File: config.mk
export PLATFORM = sky130hd
export DESIGN_NAME = branch_resolve
export DESIGN_NICKNAME = d
export VERILOG_FILES = /design/src/rtl/branch_pkg.sv /design/src/rtl/branch_cond_eval.sv /design/src/rtl/branch_resolve.sv
export SDC_FILE = /design/constraint.sdc
export NUM_CORES = 1
export LEC_CHECK = 0
export ABC_AREA = 0
export BUFFER_PORTS_ARGS = -buffer_cell sky130_fd_sc_hd__clkbuf_2
export CELL_PAD_IN_SITES_DETAIL_PLACEMENT = 1
export CELL_PAD_IN_SITES_GLOBAL_PLACEMENT = 1
export CORE_ASPECT_RATIO = 0.75
export CORE_MARGIN = 4
export CORE_UTILIZATION = 44
export CTS_BUF_LIST = sky130_fd_sc_hd__clkbuf_4 sky130_fd_sc_hd__clkbuf_8 sky130_fd_sc_hd__clkbuf_16
export DETAILED_ROUTE_END_ITERATION = 8
export GPL_TIMING_DRIVEN = 0
export PLACE_DENSITY_LB_ADDON = 0.3
export REMOVE_ABC_BUFFERS = 1
export SYNTH_ARGS = -nofsm -noshare
export SYNTH_HDL_FRONTEND = slang
export SYNTH_HIERARCHICAL = 1
export SYNTH_SLANG_ARGS = --single-unit
File: constraint.sdc
create_clock -name clk -period 9.8 [get_ports clk]
set_input_delay 0.49 -clock clk [delete_from_list [all_inputs] [get_ports clk]]
set_output_delay 0.49 -clock clk [all_outputs]
set_load 0.01 [all_outputs]
File: src/rtl/branch_pkg.sv
// Shared encodings for ID-stage branch resolution: decoded conditions,
// comparator codes and resolver FSM states.
package branch_pkg;

  localparam logic [2:0] COND_BEQ = 3'b000;
  localparam logic [2:0] COND_BNE = 3'b001;
  localparam logic [2:0] COND_BLT = 3'b010;
  localparam logic [2:0] COND_BGT = 3'b011;
  localparam logic [2:0] COND_BLE = 3'b100;
  localparam logic [2:0] COND_BGE = 3'b101;
  localparam logic [2:0] COND_JMP = 3'b110;
  localparam logic [2:0] COND_NOP = 3'b111;

  localparam logic [1:0] CMP_LT   = 2'b00;
  localparam logic [1:0] CMP_GT   = 2'b01;
  localparam logic [1:0] CMP_EQ   = 2'b10;
  localparam logic [1:0] CMP_NONE = 2'b11;

  typedef enum logic [1:0] {
    ST_IDLE  = 2'b00,
    ST_WAIT  = 2'b01,
    ST_FLUSH = 2'b10
  } state_e;

endpackage

File: src/rtl/branch_cond_eval.sv
// Combinational taken decision from decoded condition and comparator code.
// A conditional branch seeing CMP_NONE is reported as an error and not taken.
module branch_cond_eval
  import branch_pkg::*;
#(
  parameter int COND_WIDTH    = 3,
  parameter int CONTROL_WIDTH = 2
) (
  input  logic [COND_WIDTH-1:0]    cond,
  input  logic [CONTROL_WIDTH-1:0] code,
  output logic                     taken,
  output logic                     err
);

  logic is_lt, is_gt, is_eq, is_none;

  assign is_lt   = (code == CMP_LT);
  assign is_gt   = (code == CMP_GT);
  assign is_eq   = (code == CMP_EQ);
  assign is_none = (code == CMP_NONE);

  always_comb begin
    taken = 1'b0;
    err   = 1'b0;
    case (cond)
      COND_BEQ: taken = is_eq;
      COND_BNE: taken = is_lt | is_gt;
      COND_BLT: taken = is_lt;
      COND_BGT: taken = is_gt;
      COND_BLE: taken = is_lt | is_eq;
      COND_BGE: taken = is_gt | is_eq;
      COND_JMP: taken = 1'b1;
      default:  taken = 1'b0;
    endcase
    // JMP ignores the code; NOP never reaches resolution
    if (cond != COND_JMP && cond != COND_NOP)
      err = is_none;
  end

endmodule

File: src/rtl/branch_resolve.sv
// ID-stage branch resolver: waits for forwarded operands, decides taken,
// issues a one-cycle redirect/flush and keeps saturating branch statistics.
module branch_resolve
  import branch_pkg::*;
#(
  parameter int DATA_WIDTH    = 16,
  parameter int CONTROL_WIDTH = 2,
  parameter int COND_WIDTH    = 3,
  parameter int CNT_WIDTH     = 16
) (
  input  logic                     clk,
  input  logic                     rst,
  input  logic                     br_valid,
  input  logic [COND_WIDTH-1:0]    br_cond,
  input  logic [CONTROL_WIDTH-1:0] branch,
  input  logic                     operands_ready,
  input  logic [DATA_WIDTH-1:0]    pc_plus1,
  input  logic [DATA_WIDTH-1:0]    offset,
  output logic                     stall,
  output logic                     redirect_valid,
  output logic [DATA_WIDTH-1:0]    redirect_pc,
  output logic                     flush,
  output logic                     cond_err,
  output logic [CNT_WIDTH-1:0]     br_count,
  output logic [CNT_WIDTH-1:0]     taken_count
);

  state_e state, state_nx;

  logic [COND_WIDTH-1:0] cond_q, cond_sel;
  logic [DATA_WIDTH-1:0] pc_q, off_q, pc_sel, off_sel, target;
  logic                  active, resolve, capture, taken, err;

  assign active = br_valid && (br_cond != COND_NOP);

  // In WAIT the ID register may already hold something else; use the copy
  always_comb begin
    cond_sel = br_cond;
    pc_sel   = pc_plus1;
    off_sel  = offset;
    if (state == ST_WAIT) begin
      cond_sel = cond_q;
      pc_sel   = pc_q;
      off_sel  = off_q;
    end
  end

  branch_cond_eval #(
    .COND_WIDTH   (COND_WIDTH),
    .CONTROL_WIDTH(CONTROL_WIDTH)
  ) u_eval (
    .cond (cond_sel),
    .code (branch),
    .taken(taken),
    .err  (err)
  );

  assign target  = pc_sel + off_sel;
  assign resolve = operands_ready &&
                   ((state == ST_IDLE && active) || state == ST_WAIT);
  assign capture = (state == ST_IDLE) && active && !operands_ready;

  always_ff @(posedge clk) begin
    if (rst) state <= ST_IDLE;
    else     state <= state_nx;
  end

  always_comb begin
    state_nx = state;
    case (state)
      ST_IDLE: begin
        if (resolve)      state_nx = taken ? ST_FLUSH : ST_IDLE;
        else if (capture) state_nx = ST_WAIT;
      end
      ST_WAIT: begin
        if (resolve) state_nx = taken ? ST_FLUSH : ST_IDLE;
      end
      ST_FLUSH: state_nx = ST_IDLE;
      default:  state_nx = ST_IDLE;
    endcase
  end

  always_comb begin
    stall          = capture || (state == ST_WAIT);
    redirect_valid = (state == ST_FLUSH);
    flush          = (state == ST_FLUSH);
  end

  always_ff @(posedge clk) begin
    if (rst) begin
      cond_q      <= '0;
      pc_q        <= '0;
      off_q       <= '0;
      redirect_pc <= '0;
      cond_err    <= 1'b0;
      br_count    <= '0;
      taken_count <= '0;
    end else begin
      if (capture) begin
        cond_q <= br_cond;
        pc_q   <= pc_plus1;
        off_q  <= offset;
      end
      if (resolve) begin
        if (br_count != '1) br_count <= br_count + 1'b1;
        if (err) cond_err <= 1'b1;
        if (taken) begin
          redirect_pc <= target;
          if (taken_count != '1) taken_count <= taken_count + 1'b1;
        end
      end
    end
  end

endmodule

# ---- Yosys cells after proc, flatten, opt, wreduce, memory -nomap -nowiden
# Cells that the tools add are included.
dict set report totals {
  regBits 86
  input_bits 41
  output_inout_bits 52
  wordCells 58
}
dict set report classes {
  addsub 3
  eq_ne 18
  muxes 10
  bitwise_logic 3
  n_reduce_logical 16
}
# operator count
set op_table {}
lappend op_table {{$add A16 B1 Y16 const B} 2}
lappend op_table {{$mux W16} 2}
lappend op_table {{$ne A16 B16 Y1 const B} 2}
lappend op_table {{$add A16 B16 Y16} 1}
lappend op_table {{$ne A3 B3 Y1 const B} 4}
lappend op_table {{$eq A3 B3 Y1 const B} 3}
lappend op_table {{$mux W2} 4}
lappend op_table {{$reduce_and A2 Y1} 4}
lappend op_table {{$pmux W1 S7} 1}
lappend op_table {{$eq A2 B2 Y1 const B} 3}
lappend op_table {{$eq A3 B2 Y1 const B} 2}
lappend op_table {{$logic_and A1 B1 Y1} 5}
lappend op_table {{$eq A2 B1 Y1 const B} 2}
lappend op_table {{$logic_not A2 Y1} 2}
lappend op_table {{$pmux W2 S2} 1}
lappend op_table {{$eq A3 B1 Y1 const B} 1}
lappend op_table {{$logic_not A3 Y1} 1}
lappend op_table {{$mux W3} 1}
lappend op_table {{$or A1 B1 Y1} 3}
lappend op_table {{$reduce_and A3 Y1} 1}
lappend op_table {{$logic_or A1 B1 Y1} 2}
lappend op_table {{$ne A2 B2 Y1 const B} 1}
lappend op_table {{$logic_not A1 Y1} 1}
lappend op_table {{$mux W1} 1}

# ---- Longest topological paths before layout
dict set report logic_depth {
  ltp_word 7
  ltp_mapped 12
}

# ---- Modules after synthesis
# The synthesis kept the hierarchy.
# mod n_inst cells_each area_per_inst_um2 seq_area_each_um2
set modules_own_cells {}
lappend modules_own_cells {branch_resolve 1 552 4665.7 1721.7}
lappend modules_own_cells {branch_cond_eval 1 12 93.8 0.0}

# ---- Worst setup path after synthesis
# No wires, ideal clock.
dict set report synth_timing {
  path_type {reg-to-reg}
  from {register state[1]}
  to {register redirect_pc[8]}
  setup_ns 0.074
  arrival_time_ns 2.988
  required_time_ns 9.726
  setup_slack_ns 6.737
  stages_incl_launch_ff 12
  path_buffers 2
  cell_sequence {dfxtp_1 -> nand2b_1 -> clkbuf_1 -> clkbuf_1 -> mux2_2 -> ha_1 -> fa_1 -> a21o_1 -> a221oi_1 -> o21ai_0 -> and2_1 -> o21ai_0}
}
dict set report synth_between {
  elab_chain_cells 5
  elab_cells_between_ends 18
  classes_between {1 x add/sub; 7 x eq/ne; 4 x mux; 6 x reduce/logical}
}
# element line_no
set synth_lines {}
lappend synth_lines {{start, declared} branch_resolve.sv:28} ;# state_e state, state_nx;
lappend synth_lines {{start signal, assigned} branch_resolve.sv:65} ;# else state <= state_nx;
lappend synth_lines {{branches (longest 5 deep; another with $add A16 B16 Y16)} -}
lappend synth_lines {{end signal, assigned} branch_resolve.sv:108} ;# redirect_pc <= target;
lappend synth_lines {{end, declared} branch_resolve.sv:21} ;# output logic [DATA_WIDTH-1:0] redirect_pc,
# Parallel ways; which one is timed is not known.
# A chain may end at the register's enable or synchronous reset.

# ---- Worst setup path in the final report
dict set report layout_timing {
  from {register state[1]}
  to {register taken_count[15]}
}
dict set report layout_between {
  elab_chain_cells 5
  elab_cells_between_ends 15
  classes_between {7 x eq/ne; 2 x mux; 6 x reduce/logical}
}
# element line_no
set layout_lines {}
lappend layout_lines {{$eq A2 B1 Y1 (*)} branch_resolve.sv:41} ;# if (state == ST_WAIT) begin
lappend layout_lines {{$mux W3 (*)} branch_resolve.sv:41}
lappend layout_lines {{named net cond_sel[1]} branch_resolve.sv:30} ;# logic [COND_WIDTH-1:0] cond_q, cond_sel;
lappend layout_lines {{$eq A3 B3 Y1, or another cell as far along} branch_cond_eval.sv:25} ;# case (cond)
lappend layout_lines {{$pmux W1 S7 (*)} branch_cond_eval.sv:25}
lappend layout_lines {{named net taken} branch_resolve.sv:32} ;# logic active, resolve, capture, taken, err;
lappend layout_lines {{$reduce_and A3 Y1 (no line) (*)} -}
lappend layout_lines {{end signal, assigned} branch_resolve.sv:109} ;# if (taken_count != '1) taken_count <= taken_count + 1'b1;
lappend layout_lines {{end, declared} branch_resolve.sv:25} ;# output logic [CNT_WIDTH-1:0] taken_count
# Mark *: on every way through the listed nets, which the timed path passes. The rest lies on a longest branch.

==> run_results.csv <==
group,metric,value,unit
run_status,status,"completed",
logic_synthesis,synth_edf_count,0,
final_layout,final_cells,780,
floorplanning,io-pin-count,93,
cts,cts_tree,"done",
logic_synthesis,syn_area_per_cell,8.44,sq um
placed_design,port_buffers,92,
worst_setup_path,cpPeakStageDelay,0.80,ns
floorplanning,dieArea,12600,sq um
logic_synthesis,ys.flop_type,"dfxtp_1",
cts,holdBufCountCts,0,
logic_synthesis,synth-seq-cells,86,
logic_synthesis,async_reset_ff_share,0,%
final_layout,nets,698,
cts,numClockSinks,86,
routing,avgRoutedWirePerCell,17.3,um
worst_setup_path,crit_buf_inv,0,
timing,timing.fmax,0.234,GHz
final_layout,fill_cells,1291,
cts,cts.path.max_buffers,2,
worst_setup_path,path_class,"reg -> reg",
final_layout,syn_to_final_growth,17.9,%
floorplanning,die_w,128,um
min_path,min_path_type,"in -> reg",
cts,postCtsSetupRepairBufs,0,
worst_setup_path,worstPathArrival,4.49,ns
final_layout,layout-drive-gt1-share,25.0,%
cts,path_clk_slew,0.06,ns
floorplanning,core,10400,sq um
timing,fin_hold_ws,0.384,ns
cts,cts-root-buf,"clkbuf_16",
cts,cts_buffers,9,
logic_synthesis,netlist_instances,564,
routing,ant_nets,0,
timing,tightest_slew,0.993,ns
grt,grt_first_pass_wirelength,22600,um
logic_synthesis,yosysSeqAreaShare,36.2,%
timing,grt_setup_unrepaired,"false",
flow_run,maxCapViolCount,0,
timing,slew_viol_final,0,
timing,fin_worst_skew,0.00586,ns
grt,grt_use_total,21.7,%
logic_synthesis,synth_fa_ha_area_share,4.89,%
routing,wl,13500,um
worst_setup_path,slowest_stage,"nand2b_2",
placed_design,finalWeightedCongestion,0.778,
grt,grt_pass1_vias,4646,
worst_setup_path,worstPathRequired,10.02,ns
logic_synthesis,synth_compound_area_share,19.3,%
routing,drt_iter0_markers,170,
power_and_ir_drop,power_density,161,nW/um^2
routing,via_per_inst,5.85,
timing,hold_viol_final,0,
timing,setup_violations,0,
logic_synthesis,muxShareOfSynthArea,8.46,%
placed_design,dp_cells,764,
placed_design,dp_hpwl,9670,um
cts,htreeDepth,3,
grt,antenna_found_initial,0,
power_and_ir_drop,leakage,2.21,nW
worst_setup_path,crit_fanout,37,
logic_synthesis,yosys.area_share.simple,23.2,%
floorplanning,rows,32,
cts,cts-resized-gates,0,
timing,finalCritPeriodShare,43.6,%
worst_setup_path,worstSetupEndpointType,"register",
logic_synthesis,synth_top_family_by_area,"simple AND/OR/NAND/NOR gates",
worst_setup_path,cp_top_family,"simple AND/OR/NAND/NOR gates",
worst_setup_path,cp-start-kind,"register",
power_and_ir_drop,irDropWorstVdd,0.0000748,V
timing,max_slew_margin,33.8,%
cts,insertion_delay,0.34,ns
logic_synthesis,ys_warn_count,6,
logic_synthesis,ys_types,70,
routing,dr.pass1.iters,4,
grt,grt_start_max_net_pins,51,
final_layout,n_antenna_cell,0,
timing,period_minus_slack,4.27,ns
worst_setup_path,path_cells,"nand2b_2, mux2_2, or2b_2, o211a_1, o21ai_1, nand4_2, a211oi_2, nand2_1, mux2_1",
floorplanning,die_h,98.1,um
routing,vias,4563,
logic_synthesis,synthXorXnorAreaFrac,4.23,%
floorplanning,start_util,45.7,%
grt,grt_overflow,0,
timing,tns,0,ns
logic_synthesis,synth_area,4760,sq um
routing,drc,0,
==> final timing paths <==
check,start,end,slack [ns],cells after the start
max reg2reg,state[1]$_SDFFE_PP0P_,taken_count[15]$_SDFFE_PP0P_,5.53,9
max,state[1]$_SDFFE_PP0P_,taken_count[15]$_SDFFE_PP0P_,5.53,9
min reg2reg,off_q[8]$_SDFFE_PP0P_,off_q[8]$_SDFFE_PP0P_,0.46,2
min,offset[0],off_q[0]$_SDFFE_PP0P_,0.38,3
==> cell families (layout without fill, tap and decap cells) <==
kind of cell               Yosys count  in the layout
AOI/OAI and AO/OA                  143            143
muxes                               36             36
xor gates and xnor gates            23             23
and+or+nand+nor                    218            218
DFF                                 86             86
adders and majority gates           18             18
buffers and inverters               40            120
==> per-stage QoR <==
step / util [%] / worst slack, ns / power, mW / area [sq um]
2_1_floorplan: - / 6.11 / 0.477 / 4620
3_3_place_gp: 50.4 / 5.06 / 0.523 / 5250
3_5_place_dp: 50.7 / 5.57 / 0.532 / 5280
4_1_cts: 53.8 / 5.52 / 0.910 / 5610
5_1_grt: 53.9 / 5.23 / 0.949 / 5610
6_report: 53.9 / 5.53 / 0.902 / 5610
==> per-layer routing <==
metal / up-vias / track usage [%] / part of all wire [%]
li1: 2198 / - / -
met1: 2246 / 28.7 / 46
met2: 102 / 35.7 / 48
met3: 17 / 4.48 / 4.9
met4: 0 / 6.20 / 1.2
met5: - / 0 / 0
==> Yosys cell counts, types with 4 or more instances <==
master,instances,area (sq um)
a211oi_1,4,30.0
a21o_1,8,60.1
a21oi_1,69,345
and2_1,6,37.5
and3_1,4,25.0
and4_1,5,43.8
buf_2,6,30.0
clkbuf_1,17,63.8
dfxtp_1,86,1720
ha_1,17,213
inv_1,10,37.5
mux2_2,33,372
nand2_1,109,409
nand3_1,15,75.1
nand4_1,6,37.5
nor2_1,27,101
nor4_1,8,50.1
o211ai_1,8,60.1
o21ai_0,13,65.1
o31ai_1,8,60.1
or3_1,7,43.8
or4_1,6,45.0
xnor2_1,18,158
xor2_1,5,43.8
==> worst min-delay path: cells and delay by family <==
| family | cells | cell delay [ns] |
|---|---|---|
| and+or+nand+nor | 1 | 0.05 |
| buffers and inverters | 1 | 0.09 |
| AOI/OAI and AO/OA | 1 | 0.05 |
==> layout by cell type (no fill, tap or decap), types with 9 or more instances in the layout <==
| cell | n |
|---|---|
| dfxtp_1 | 86 |
| nand3_1 | 15 |
| xnor2_1 | 18 |
| nor2_1 | 27 |
| nand2_1 | 108 |
| a21oi_1 | 69 |
| ha_1 | 17 |
| o21ai_0 | 13 |
| mux2_2 | 33 |
| clkbuf_2 | 91 |
| inv_1 | 10 |
| clkbuf_16 | 9 |
==> registers in the layout, summed over array words and instances (netlist names) <==
register     count
cond_err         1
state            2
cond_q           3
off_q           16
pc_q            16
taken_count     16
redirect_pc     16
br_count        16
==> area by class of cell <==
| cell class | instances | area [sq um] | area share, % |
|---|---|---|---|
| Tap cell | 136 | 170 | 3.03 |
| Multi-Input combinational cell | 438 | 2870 | 51.1 |
| Timing Repair Buffer | 93 | 483 | 8.60 |
| Clock inverter | 3 | 67.6 | 1.20 |
| Clock buffer | 13 | 262 | 4.66 |
| Sequential cell | 86 | 1720 | 30.7 |
| Inverter | 11 | 41.3 | 0.736 |
==> where the power goes <==
group          internal, mW  leakage, nW  switching [mW]
combinational        0.0620         1.35          0.0921
clock                 0.239        0.160           0.137
sequential            0.363        0.698         0.00890
(Power assumes the default switching activity.)
